`config.mk`:
```
export PLATFORM = sky130hd
export DESIGN_NAME = serial_subtractor
export DESIGN_NICKNAME = d
export VERILOG_FILES = /design/src/rtl/sub_pkg.sv /design/src/rtl/sub_digit.sv /design/src/rtl/serial_subtractor.sv
export SDC_FILE = /design/constraint.sdc
export NUM_CORES = 1
export LEC_CHECK = 0
export CORE_MARGIN = 1
export CORE_UTILIZATION = 30
export DETAILED_ROUTE_END_ITERATION = 16
export PLACE_DENSITY = 0.56
export SYNTH_ARGS = -nofsm -noshare
export SYNTH_HDL_FRONTEND = slang
export SYNTH_SLANG_ARGS = --single-unit
```
`constraint.sdc`:
```
create_clock -name clk -period 1.25 [get_ports clk]
set_input_delay 0.25 -clock clk [delete_from_list [all_inputs] [get_ports clk]]
set_output_delay 0.25 -clock clk [all_outputs]
set_load 0.005 [all_outputs]
```
`src/rtl/sub_pkg.sv`:
```
// Shared definitions for the digit-serial subtractor: default sizes, FSM states
// and the digit-counter width helper.
package sub_pkg;

    localparam int DEFAULT_WIDTH = 16;
    localparam int DEFAULT_DIGIT = 1;

    typedef enum logic [1:0] {
        IDLE = 2'd0,
        RUN  = 2'd1,
        DONE = 2'd2
    } state_t;

    // Wide enough to hold the full digit count, not just its last index.
    function automatic int cnt_width(input int width, input int digit);
        return $clog2(width / digit + 1);
    endfunction

endpackage

```
`src/rtl/sub_digit.sv`:
```
// One DIGIT-bit borrow-ripple slice: d = a_d - b_d - bw_i, built as a_d + ~b_d + ~bw_i.
module sub_digit #(
    parameter int DIGIT = 1
) (
    input  logic [DIGIT-1:0] a_d,
    input  logic [DIGIT-1:0] b_d,
    input  logic             bw_i,
    output logic [DIGIT-1:0] d,
    output logic             bw_o
);

    logic [DIGIT:0] sum;

    // A missing carry out of the complement-add means a borrow was needed.
    assign sum  = {1'b0, a_d} + {1'b0, ~b_d} + {{DIGIT{1'b0}}, ~bw_i};
    assign d    = sum[DIGIT-1:0];
    assign bw_o = ~sum[DIGIT];

endmodule

```
`src/rtl/serial_subtractor.sv`:
```
// Digit-serial two's-complement subtractor, diff = a - b - bw_in, LSB digit first.
// Define SERIAL_SUBTRACTOR_OVF_EN to add the signed-overflow output ovf.
module serial_subtractor
    import sub_pkg::*;
#(
    parameter int WIDTH = DEFAULT_WIDTH,
    parameter int DIGIT = DEFAULT_DIGIT
) (
    input  logic             clk,
    input  logic             rst,
    input  logic             in_valid,
    output logic             in_ready,
    input  logic [WIDTH-1:0] a,
    input  logic [WIDTH-1:0] b,
    input  logic             bw_in,
    output logic             out_valid,
    input  logic             out_ready,
    output logic [WIDTH-1:0] diff,
    output logic             bw_out
`ifdef SERIAL_SUBTRACTOR_OVF_EN
    ,
    output logic             ovf
`endif
);

    localparam int NUM_DIGITS = WIDTH / DIGIT;
    localparam int CW         = cnt_width(WIDTH, DIGIT);
    localparam logic [CW-1:0] LAST_DIGIT = CW'(NUM_DIGITS - 1);

    if (WIDTH % DIGIT != 0) begin : g_bad_digit
        $error("serial_subtractor: DIGIT must divide WIDTH");
    end

    state_t           state;
    logic [WIDTH-1:0] a_sh;
    logic [WIDTH-1:0] b_sh;
    logic             borrow;
    logic [CW-1:0]    cnt;
    logic [DIGIT-1:0] d;
    logic             bw_o;
    logic [WIDTH-1:0] d_ext;
    logic [WIDTH-1:0] diff_next;

`ifdef SERIAL_SUBTRACTOR_OVF_EN
    logic a_msb;
    logic b_msb;
`endif

    sub_digit #(
        .DIGIT(DIGIT)
    ) u_digit (
        .a_d (a_sh[DIGIT-1:0]),
        .b_d (b_sh[DIGIT-1:0]),
        .bw_i(borrow),
        .d   (d),
        .bw_o(bw_o)
    );

    // New digits enter at the MSB end so the last digit lands in the top slot.
    assign d_ext     = WIDTH'(d) << (WIDTH - DIGIT);
    assign diff_next = (diff >> DIGIT) | d_ext;
    assign in_ready  = (state == IDLE) && !rst;

    always_ff @(posedge clk) begin
        if (rst) begin
            state     <= IDLE;
            a_sh      <= '0;
            b_sh      <= '0;
            borrow    <= 1'b0;
            cnt       <= '0;
            out_valid <= 1'b0;
            diff      <= '0;
            bw_out    <= 1'b0;
`ifdef SERIAL_SUBTRACTOR_OVF_EN
            a_msb     <= 1'b0;
            b_msb     <= 1'b0;
            ovf       <= 1'b0;
`endif
        end else begin
            case (state)
                IDLE: begin
                    if (in_valid) begin
                        a_sh   <= a;
                        b_sh   <= b;
                        borrow <= bw_in;
                        cnt    <= '0;
                        state  <= RUN;
`ifdef SERIAL_SUBTRACTOR_OVF_EN
                        a_msb  <= a[WIDTH-1];
                        b_msb  <= b[WIDTH-1];
`endif
                    end
                end
                RUN: begin
                    diff   <= diff_next;
                    a_sh   <= a_sh >> DIGIT;
                    b_sh   <= b_sh >> DIGIT;
                    borrow <= bw_o;
                    cnt    <= cnt + 1'b1;
                    if (cnt == LAST_DIGIT) begin
                        state     <= DONE;
                        out_valid <= 1'b1;
                        bw_out    <= bw_o;
`ifdef SERIAL_SUBTRACTOR_OVF_EN
                        ovf       <= (a_msb != b_msb) && (d[DIGIT-1] != a_msb);
`endif
                    end
                end
                DONE: begin
                    if (out_ready) begin
                        out_valid <= 1'b0;
                        state     <= IDLE;
                    end
                end
                default: state <= IDLE;
            endcase
        end
    end

endmodule

```
# Word-level counts from Yosys, hierarchy flattened
# Index checks and enable logic that the tools add are counted.
# totals
word_cells	45
input_bits	37
ff_bits	58
output_inout_bits	19
# classes
n_eq_ne	6
reduce_logical	9
n_mux	15
add_sub_neg	3
bitwise_logic	4
# op_table
operator	count
$pmux 16 s2	2
$mux 16	2
$or 15x16->16	1
$pmux 5 s2	1
$mux 2	3
$ne 2x2->1 const B	3
$pmux 2 s3	1
$reduce_and 3->1	2
$add 5x1->5 const B	1
$eq 5x4->1 const B	1
$mux 5	1
$pmux 1 s2	2
$reduce_and 2->1	2
$reduce_bool 2->1	2
$mux 1	3
$not 1->1	3
$add 1x1->2	1
$add 2x1->2	1
$eq 2x1->1 const B	1
$eq 2x2->1 const B	1
$logic_not 2->1	1
$logic_and 1x1->1	1
$logic_not 1->1	1

# Logic depth before layout (Yosys ltp)
# Gate-level depths: netlist (run 1).
# depth
word_depth	5
depth_mapped	6
mapped_depth_nobuf	6

# Cells and area by module
# A second synthesis (run 1) with hierarchy kept.
# hier_totals
hier_cells	305
hier_area_um2	2546.2
# by_module_without_submodules
mod	n_inst	seq_area_each_um2	area_each_um2	cells_per_inst
serial_subtractor	1	1161.1	2518.7	302
sub_digit	1	0.0	27.5	3

# Worst setup path before layout (run 1)
# Ideal clock, no wire load.
# synth_path
kind	register -> register
from	register cnt[0]
to	register out_valid
required_ps	1122
setup_time_ps	128
synth_period_minus_slack_ps	1358
t_arrival_ps	1230
n_path_buf	0
path_slack_ps	-108
path_stages_with_launch	7
path_cell_list	dfxtp_1 > ha_1 > and3_1 > ha_1 > a21oi_1 > a2bb2oi_1 > nor2_1
# synth_via
elab_chain_cells	3
# synth_lines
item	line	rtl
start: declaration	serial_subtractor.sv:38	logic [CW-1:0] cnt;
start signal: assignment	serial_subtractor.sv:99	cnt <= cnt + 1'b1;
$eq 5x4->1	serial_subtractor.sv:100	if (cnt == LAST_DIGIT) begin
$ne 2x2->1 (no source line)	n/a	
$reduce_and 3->1 (no source line)	n/a	
end signal: assignment	serial_subtractor.sv:71	out_valid <= 1'b0;
end signal: assignment	serial_subtractor.sv:102	out_valid <= 1'b1;
end signal: assignment	serial_subtractor.sv:111	out_valid <= 1'b0;
end: declaration	serial_subtractor.sv:16	output logic out_valid,
# Every way passes these cells.
# A chain may end at the register's enable or synchronous reset.

# Worst setup path in the final report (run 1)
# layout_path
from	register state[1]
to	register b_sh[3]
# layout_via
elab_chain_cells	3
elab_cells_between_ends	6
cone_classes	eq/ne: 2; mux: 1; reduce/logical: 3
# layout_lines
item	line	rtl
start: declaration	serial_subtractor.sv:34	state_t state;
start signal: assignment	serial_subtractor.sv:66	state <= IDLE;
start signal: assignment	serial_subtractor.sv:87	state <= RUN;
start signal: assignment	serial_subtractor.sv:101	state <= DONE;
$eq 2x1->1 / $logic_not 2->1 (equally long branches)	serial_subtractor.sv:80	case (state)
$reduce_bool 2->1 (no source line) / $ne 2x2->1 (equally long branches)	n/a	
$reduce_and 2->1 (no source line)	n/a	
end signal: assignment	serial_subtractor.sv:97	b_sh <= b_sh >> DIGIT;
end: declaration	serial_subtractor.sv:36	logic [WIDTH-1:0] b_sh;
# Several ways; a longest one is shown, not always the timed one.

==> flow_summary_export.csv, run 1 <==
group,metric,value,unit
critical_path,critPathArrivalTime,1.53,ns
die,die_area,8680,um^2
route,wl_per_cell,13.4,um
outcome,status,"complete, but fails checks",
critical_path,cp_max_fo,8,
cells_and_area,antennaDiodeCount,0,
route,drtIter0Drc,64,
timing,grt_setup_unrepaired,"yes",
route,ant_nets,0,
grt,antenna_found_initial,0,
cells_and_area,areaGrowthSynthToFinish,47.2,%
critical_path,slowest_delay,0.33,ns
route,drc_errors,0,
critical_path,r2r_cells,5,
grt,grt_max_degree,59,
worst_hold_path,worst_hold_path.num_cells,2,
clocking,htree_levels,3,
placed_design,gp_congestion,0.713,
timing,slew_headroom,56.7,%
timing,fmax,778,MHz
critical_path,critPathKind,"flop to flop",
grt,track_usage,14.6,%
die,die_width,93.2,um
power,leakagePower,1.44,nW
worst_hold_path,hold_path_class,"flop to flop",
placed_design,io_buffers,55,
timing,slew_viol_final,0,
power,max-vdd-ir-drop,0.516,mV
critical_path,cp_data_required_time,1.49,ns
critical_path,cp_cell_sequence,"buf_6, o21ba_4, clkbuf_16, nor2_1, a211oi_1",
timing,setup_viol,10,
outcome,violations,"setup timing",
critical_path,r2r_slack,-0.03,ns
clocking,clock_path_buffers,2,
grt,grt_pass1_wl,10100,um
cells_and_area,multiInputGateArea,1260,um^2
placed_design,dp_hpwl,3890,um
route,first_pass_iters,4,
grt,gr-total-overflow,0,
clocking,root_buffer,"clkbuf_8",
yosys,synth.yosys.warnings,0,
timing,hold_viol,0,
route,viasPerCell,4.92,
cells_and_area,seq_area,1190,um^2
clocking,cts_buffers,9,
critical_path,reg2reg_from,"state[1]",
yosys,syn_area_per_cell,8.48,um^2
yosys,synth_area,2490,um^2
route,vias,2333,
clocking,clk_pin_slew,0.07,ns
critical_path,startpoint_type,"flop",
worst_hold_path,hp-start,"diff[15]",
timing,fin_crit_sh,103,%
cells_and_area,final_util,46.5,%
critical_path,cp-end-kind,"flop",
clocking,cts_tree,"yes",
power,p_per_area,1200,nW/um^2
critical_path,r2r_end,"b_sh[3]",
critical_path,cp_num_buf_inv,2,
grt,grt_pass1_vias,2128,
timing,fin_tns_setup,-0.144,ns
yosys,synthCells,294,
yosys,yosys_register_bits,58,
yosys,synth_fp_nets,334,
die,start_util,31.6,%
die,io_pins,56,
timing,fin_skew,0.00579,ns
critical_path,slowest_stage,"dfxtp_2",
power,p_total,4.39,mW
placed_design,place_ws,-0.278,ns
timing,fin_ws,-0.0350,ns
timing,tightest_slew,0.650,ns
die,num_rows,32,
yosys,synth_cell_types,29,
critical_path,cp_top_family,"compound AO/OA/AOI/OAI gates",
cells_and_area,drive_gt1_share,24.5,%
placed_design,dpl_cell_area,3250,um^2
worst_hold_path,hold-path-endpoint,"diff[14]",
die,core,7890,um^2
run,drv_cap,0,
timing,finalCriticalPeriod,1.28,ns
cells_and_area,final_nets,407,
clocking,clk_latency,0.33,ns
cells_and_area,nFillCells,792,
die,die_y,93.2,um
cells_and_area,fin_area,3670,um^2
route,routed_wl,6370,um
yosys,yosysSeqAreaShare,46.6,%
clocking,cts.sinks,58,
clocking,hold_buffers,0,
## what timing repair did
action | 4_1_cts | 5_1_grt
gates resized for setup | 42 | 22
endpoints found under the setup margin | 55 | 51
hold endpoints to repair | 0 | 0
cloned | 0 | 3
pin swaps | 2 | 9
setup buffers | 6 | 3
## cell usage after synthesis
library cell  instances  area [um^2]
a32oi_1               2         17.5
nand2b_1              3         18.8
o21ba_2               1         10.0
o21bai_2              1         11.3
mux2i_1               1         10.0
inv_1                 4         15.0
a22oi_1               1         7.51
and3_1                1         6.26
nand2_1              33          124
ha_1                  2         25.0
o2bb2ai_1            25          219
buf_4                 6         45.0
a211oi_1             32          240
a221oi_1              1         8.76
fa_1                  1         20.0
nor2_1               63          236
and2b_1               1         7.51
or3_1                 2         12.5
a2bb2oi_1             2         17.5
a21oi_1              18         90.1
dfxtp_1              58         1160
o22ai_1               6         37.5
nor3_1                1         5.00
buf_6                 1         11.3
buf_2                 9         45.0
nand3_1               3         15.0
nand3b_1              3         22.5
a31oi_1               2         12.5
clkbuf_1             11         41.3
## metal layers
metal / track usage, % / part of all wire (%)
met3: 3.25 / 3.2
met5: 0 / 0
met4: 5.90 / 2.3
met2: 22.4 / 44
met1: 19.9 / 50
## logic make-up (layout without fill, tap and decap cells)
kind of cell,Yosys count,after routing,synth area share [%]
DFF,58,58,46.6
AOI/OAI and AO/OA,91,91,26.9
adders and majority gates,3,3,1.81
muxes,1,1,0.401
and+or+nand+nor,110,110,18.0
buffers and inverters,31,109,6.32
## power by group
group	switching (mW)	internal (mW)	total (mW)	leakage, nW
clock	0.789	0.915	1.70	0.0990
sequential	0.0642	1.96	2.02	0.487
combinational	0.309	0.357	0.666	0.854
## flip-flops by register name (all words and copies together), names as in the netlist
signal and cells:
out_valid 1, a_sh 16, b_sh 16, state 2, diff 16, cnt 5
borrow 1, bw_out 1
## final cells by class
type	instances	share of cell area (%)
multi-input combinational	205	34.4
tap	102	3.48
clock inverter	7	1.91
timing repair buffer	89	24.0
sequential	58	32.4
inverter	4	0.511
clock buffer	9	3.37
## layout by cell type (no fill, tap or decap), drive strengths merged, types with 2 or more instances in the layout
master	n
a21oi	18
a32oi	2
or3	2
dlygate4sd2	18
buf	33
o22ai	6
ha	2
a2bb2oi	2
inv	3
dfxtp	58
a211oi	32
nand3b	3
nor2	63
nand3	3
clkbuf	12
o2bb2ai	25
clkinv	5
clkdlybuf4s50	35
a31oi	2
nand2b	3
clkinvlp	2
nand2	33
## per-stage QoR
stage	hold WS, ns	instances
after global routing	0.474	474
after CTS	0.460	468
after global placement	0.444	446
final	0.455	474
after floorplan	0.422	294
after detailed placement	0.457	446
## tightest hold or removal path: stages, from the launching register on
cell,delay (ns)
dfxtp_1,0.32
nand2_1,0.05
a21oi_1,0.05
## worst max path at each step
stage | start | endpoint | slack (ns) | depth (start not counted)
floorplan | cnt[1] | out_valid | 0.01 | 6
global placement | in_valid | a_sh[0] | -0.24 | 4
detailed placement | in_valid | a_sh[0] | -0.28 | 4
CTS | state[1] | in_ready | -0.08 | 2
global route | cnt[1] | out_valid | -0.09 | 6
finish | state[1] | b_sh[3] | -0.03 | 5
Note: power is estimated with default switching activity, not from simulation.
==> inputs of run 2 (changes only) <==
--- a/config.mk
+++ b/config.mk
@@ -8,7 +8,8 @@
 export CORE_MARGIN = 1
 export CORE_UTILIZATION = 30
 export DETAILED_ROUTE_END_ITERATION = 16
-export PLACE_DENSITY = 0.56
+export DONT_BUFFER_PORTS = 1
+export PLACE_DENSITY = 0.47
 export SYNTH_ARGS = -nofsm -noshare
 export SYNTH_HDL_FRONTEND = slang
 export SYNTH_SLANG_ARGS = --single-unit
==> run 2 against run 1 <==
  * The flow finishes with violations (hold timing, setup timing)
  * Sequential power barely moved
  * Fmax rose by 1.3%
  * Highest routed layer unchanged
  * Combinational power fell by 25%
  * Largest power group unchanged
  * Non-clock buffer count fell by 66
  * Cell area fell by 16%
  * Critical path type is now flop to output port
  * Hold slack got worse by 0.50 ns
  * Critical path depth fell by 3
==> flow_summary_export.csv, run 2 (synthesis gave the netlist of run 1 again) <==
group,metric,value,unit
outcome,status,"complete, but fails checks",
outcome,violations,"hold timing, setup timing",
critical_path,cp_cell_sequence,"buf_8, nor3_4",
die,io_pins,56,
grt,track_usage,15.5,%
route,ant_nets,0,
clocking,clock_path_buffers,2,
clocking,htree_levels,3,
clocking,root_buffer,"clkbuf_8",
cells_and_area,areaGrowthSynthToFinish,24.0,%
timing,finalCriticalPeriod,1.27,ns
timing,slew_headroom,73.4,%
critical_path,cp-end-kind,"output port",
timing,fin_tns_setup,-0.0236,ns
power,p_per_area,1370,nW/um^2
run,drv_cap,0,
route,routed_wl,6390,um
die,core,7890,um^2
cells_and_area,fin_area,3090,um^2
timing,slew_viol_final,0,
critical_path,cp_data_required_time,1.00,ns
critical_path,cp_max_fo,6,
cells_and_area,antennaDiodeCount,0,
power,leakagePower,1.09,nW
route,first_pass_iters,6,
placed_design,io_buffers,0,
route,vias,2128,
route,wl_per_cell,15.7,um
power,max-vdd-ir-drop,0.656,mV
die,die_area,8680,um^2
die,die_width,93.2,um
placed_design,place_ws,-0.0538,ns
placed_design,dpl_cell_area,2690,um^2
placed_design,dp_hpwl,3810,um
worst_hold_path,hold_path_class,"primary input to flop",
critical_path,slowest_delay,0.37,ns
die,die_y,93.2,um
clocking,clk_latency,0.34,ns
timing,fin_ws,-0.0179,ns
cells_and_area,final_nets,341,
grt,grt_max_degree,60,
die,num_rows,32,
timing,fin_hold_ws,-0.0440,ns
critical_path,critPathKind,"flop to output port",
critical_path,cp_num_buf_inv,1,
die,start_util,31.6,%
grt,antenna_found_initial,0,
critical_path,slowest_stage,"dfxtp_4",
clocking,cts_buffers,9,
grt,grt_pass1_vias,2070,
placed_design,gp_congestion,0.691,
cells_and_area,final_cell_mix,"nor2_1 (61), dfxtp_1 (54), nand2_1 (33), o2bb2ai_1 (25), a211oi_1 (21)",
timing,fin_skew,0.0130,ns
route,viasPerCell,5.22,
power,p_total,4.24,mW
timing,tightest_slew,0.399,ns
critical_path,startpoint_type,"flop",
cells_and_area,drive_gt1_share,21.9,%
timing,setup_viol,2,
critical_path,critPathArrivalTime,1.02,ns
route,drc_errors,0,
grt,grt_pass1_wl,10400,um
route,drtIter0Drc,77,
grt,gr-total-overflow,0,
clocking,cts_tree,"yes",
timing,grt_setup_unrepaired,"yes",
timing,hold_viol,38,
critical_path,cp_top_family,"flip-flops",
cells_and_area,final_common_cell,"nor2_1",
cells_and_area,reg.largest.list,"a_sh x16, b_sh x16, diff x16",
clocking,cts.sinks,58,
timing,fmax,789,MHz
clocking,clk_pin_slew,0.08,ns
timing,fin_crit_sh,101,%
-- run 2: cell types whose count changed in the layout (fill, tap and decap cells not counted), sizes merged --
cell | previous run | this run
buf | 33 | 22
clkbuf | 12 | 10
clkdlybuf4s50 | 35 | 0
clkinvlp | 2 | 1
dlygate4sd2 | 18 | 0
inv | 3 | 4
-- run 2: timing repair --
| item | in CTS | in global routing |
|---|---|---|
| pin swaps | 5 | 16 |
| gates resized for setup | 10 | 21 |
| setup endpoints to repair | 30 | 38 |
| setup buffers | 2 | 4 |
| hold endpoints to repair | 58 | 58 |
| gates cloned | 1 | 0 |
-- run 2: path summary, 6_finish.rpt --
kind,endpoint,startpoint,slack [ns],depth (start not counted)
worst min register to register,diff[0],diff[0],0.47,2
worst max-delay path,in_ready,state[0],-0.02,2
worst min-delay path,bw_out,rst,-0.04,1
worst max register to register,out_valid,cnt[1],-0.01,6
-- run 2: metrics by stage --
step           utilization, %  std cells
5_1_grt                  39.2        408
4_1_cts                  37.7        404
6_report                 39.2        408
3_3_place_gp             34.1        385
2_1_floorplan               -        294
3_5_place_dp             34.1        385
-- run 2: power by group --
group	switching [mW]	leakage [nW]	total [mW]	internal, mW
registers	0.0654	0.479	2.02	1.95
clock network	0.808	0.0990	1.72	0.915
logic	0.247	0.513	0.500	0.253
total	1.12	1.09	4.24	3.12
-- run 2: routing by layer --
layer	GRT usage [%]	wire (um)	vias to the layer above
met2	23.8	2890	50
li1	-	-	1060
met1	20.0	3070	1010
met5	0	0	-
met3	5.77	343	8
met4	5.38	87	0
-- run 2: final cells by class --
cell class,count,area [um^2]
clock inverters,7,70.1
clock buffers,9,124
repair buffers,23,277
multi-input cells,205,1310
fillers,819,4800
well taps,102,128
flip-flops and latches,58,1170
inverters,4,15.0
==> inputs of run 3 (changes only) <==
--- a/config.mk
+++ b/config.mk
@@ -5,6 +5,7 @@
 export SDC_FILE = /design/constraint.sdc
 export NUM_CORES = 1
 export LEC_CHECK = 0
+export ABC_CLOCK_PERIOD_IN_PS = 1250
 export CORE_MARGIN = 1
 export CORE_UTILIZATION = 30
 export DETAILED_ROUTE_END_ITERATION = 16
==> results of run 3 <==
No change in the layout: final DEF, timing and power equal those of run 2.
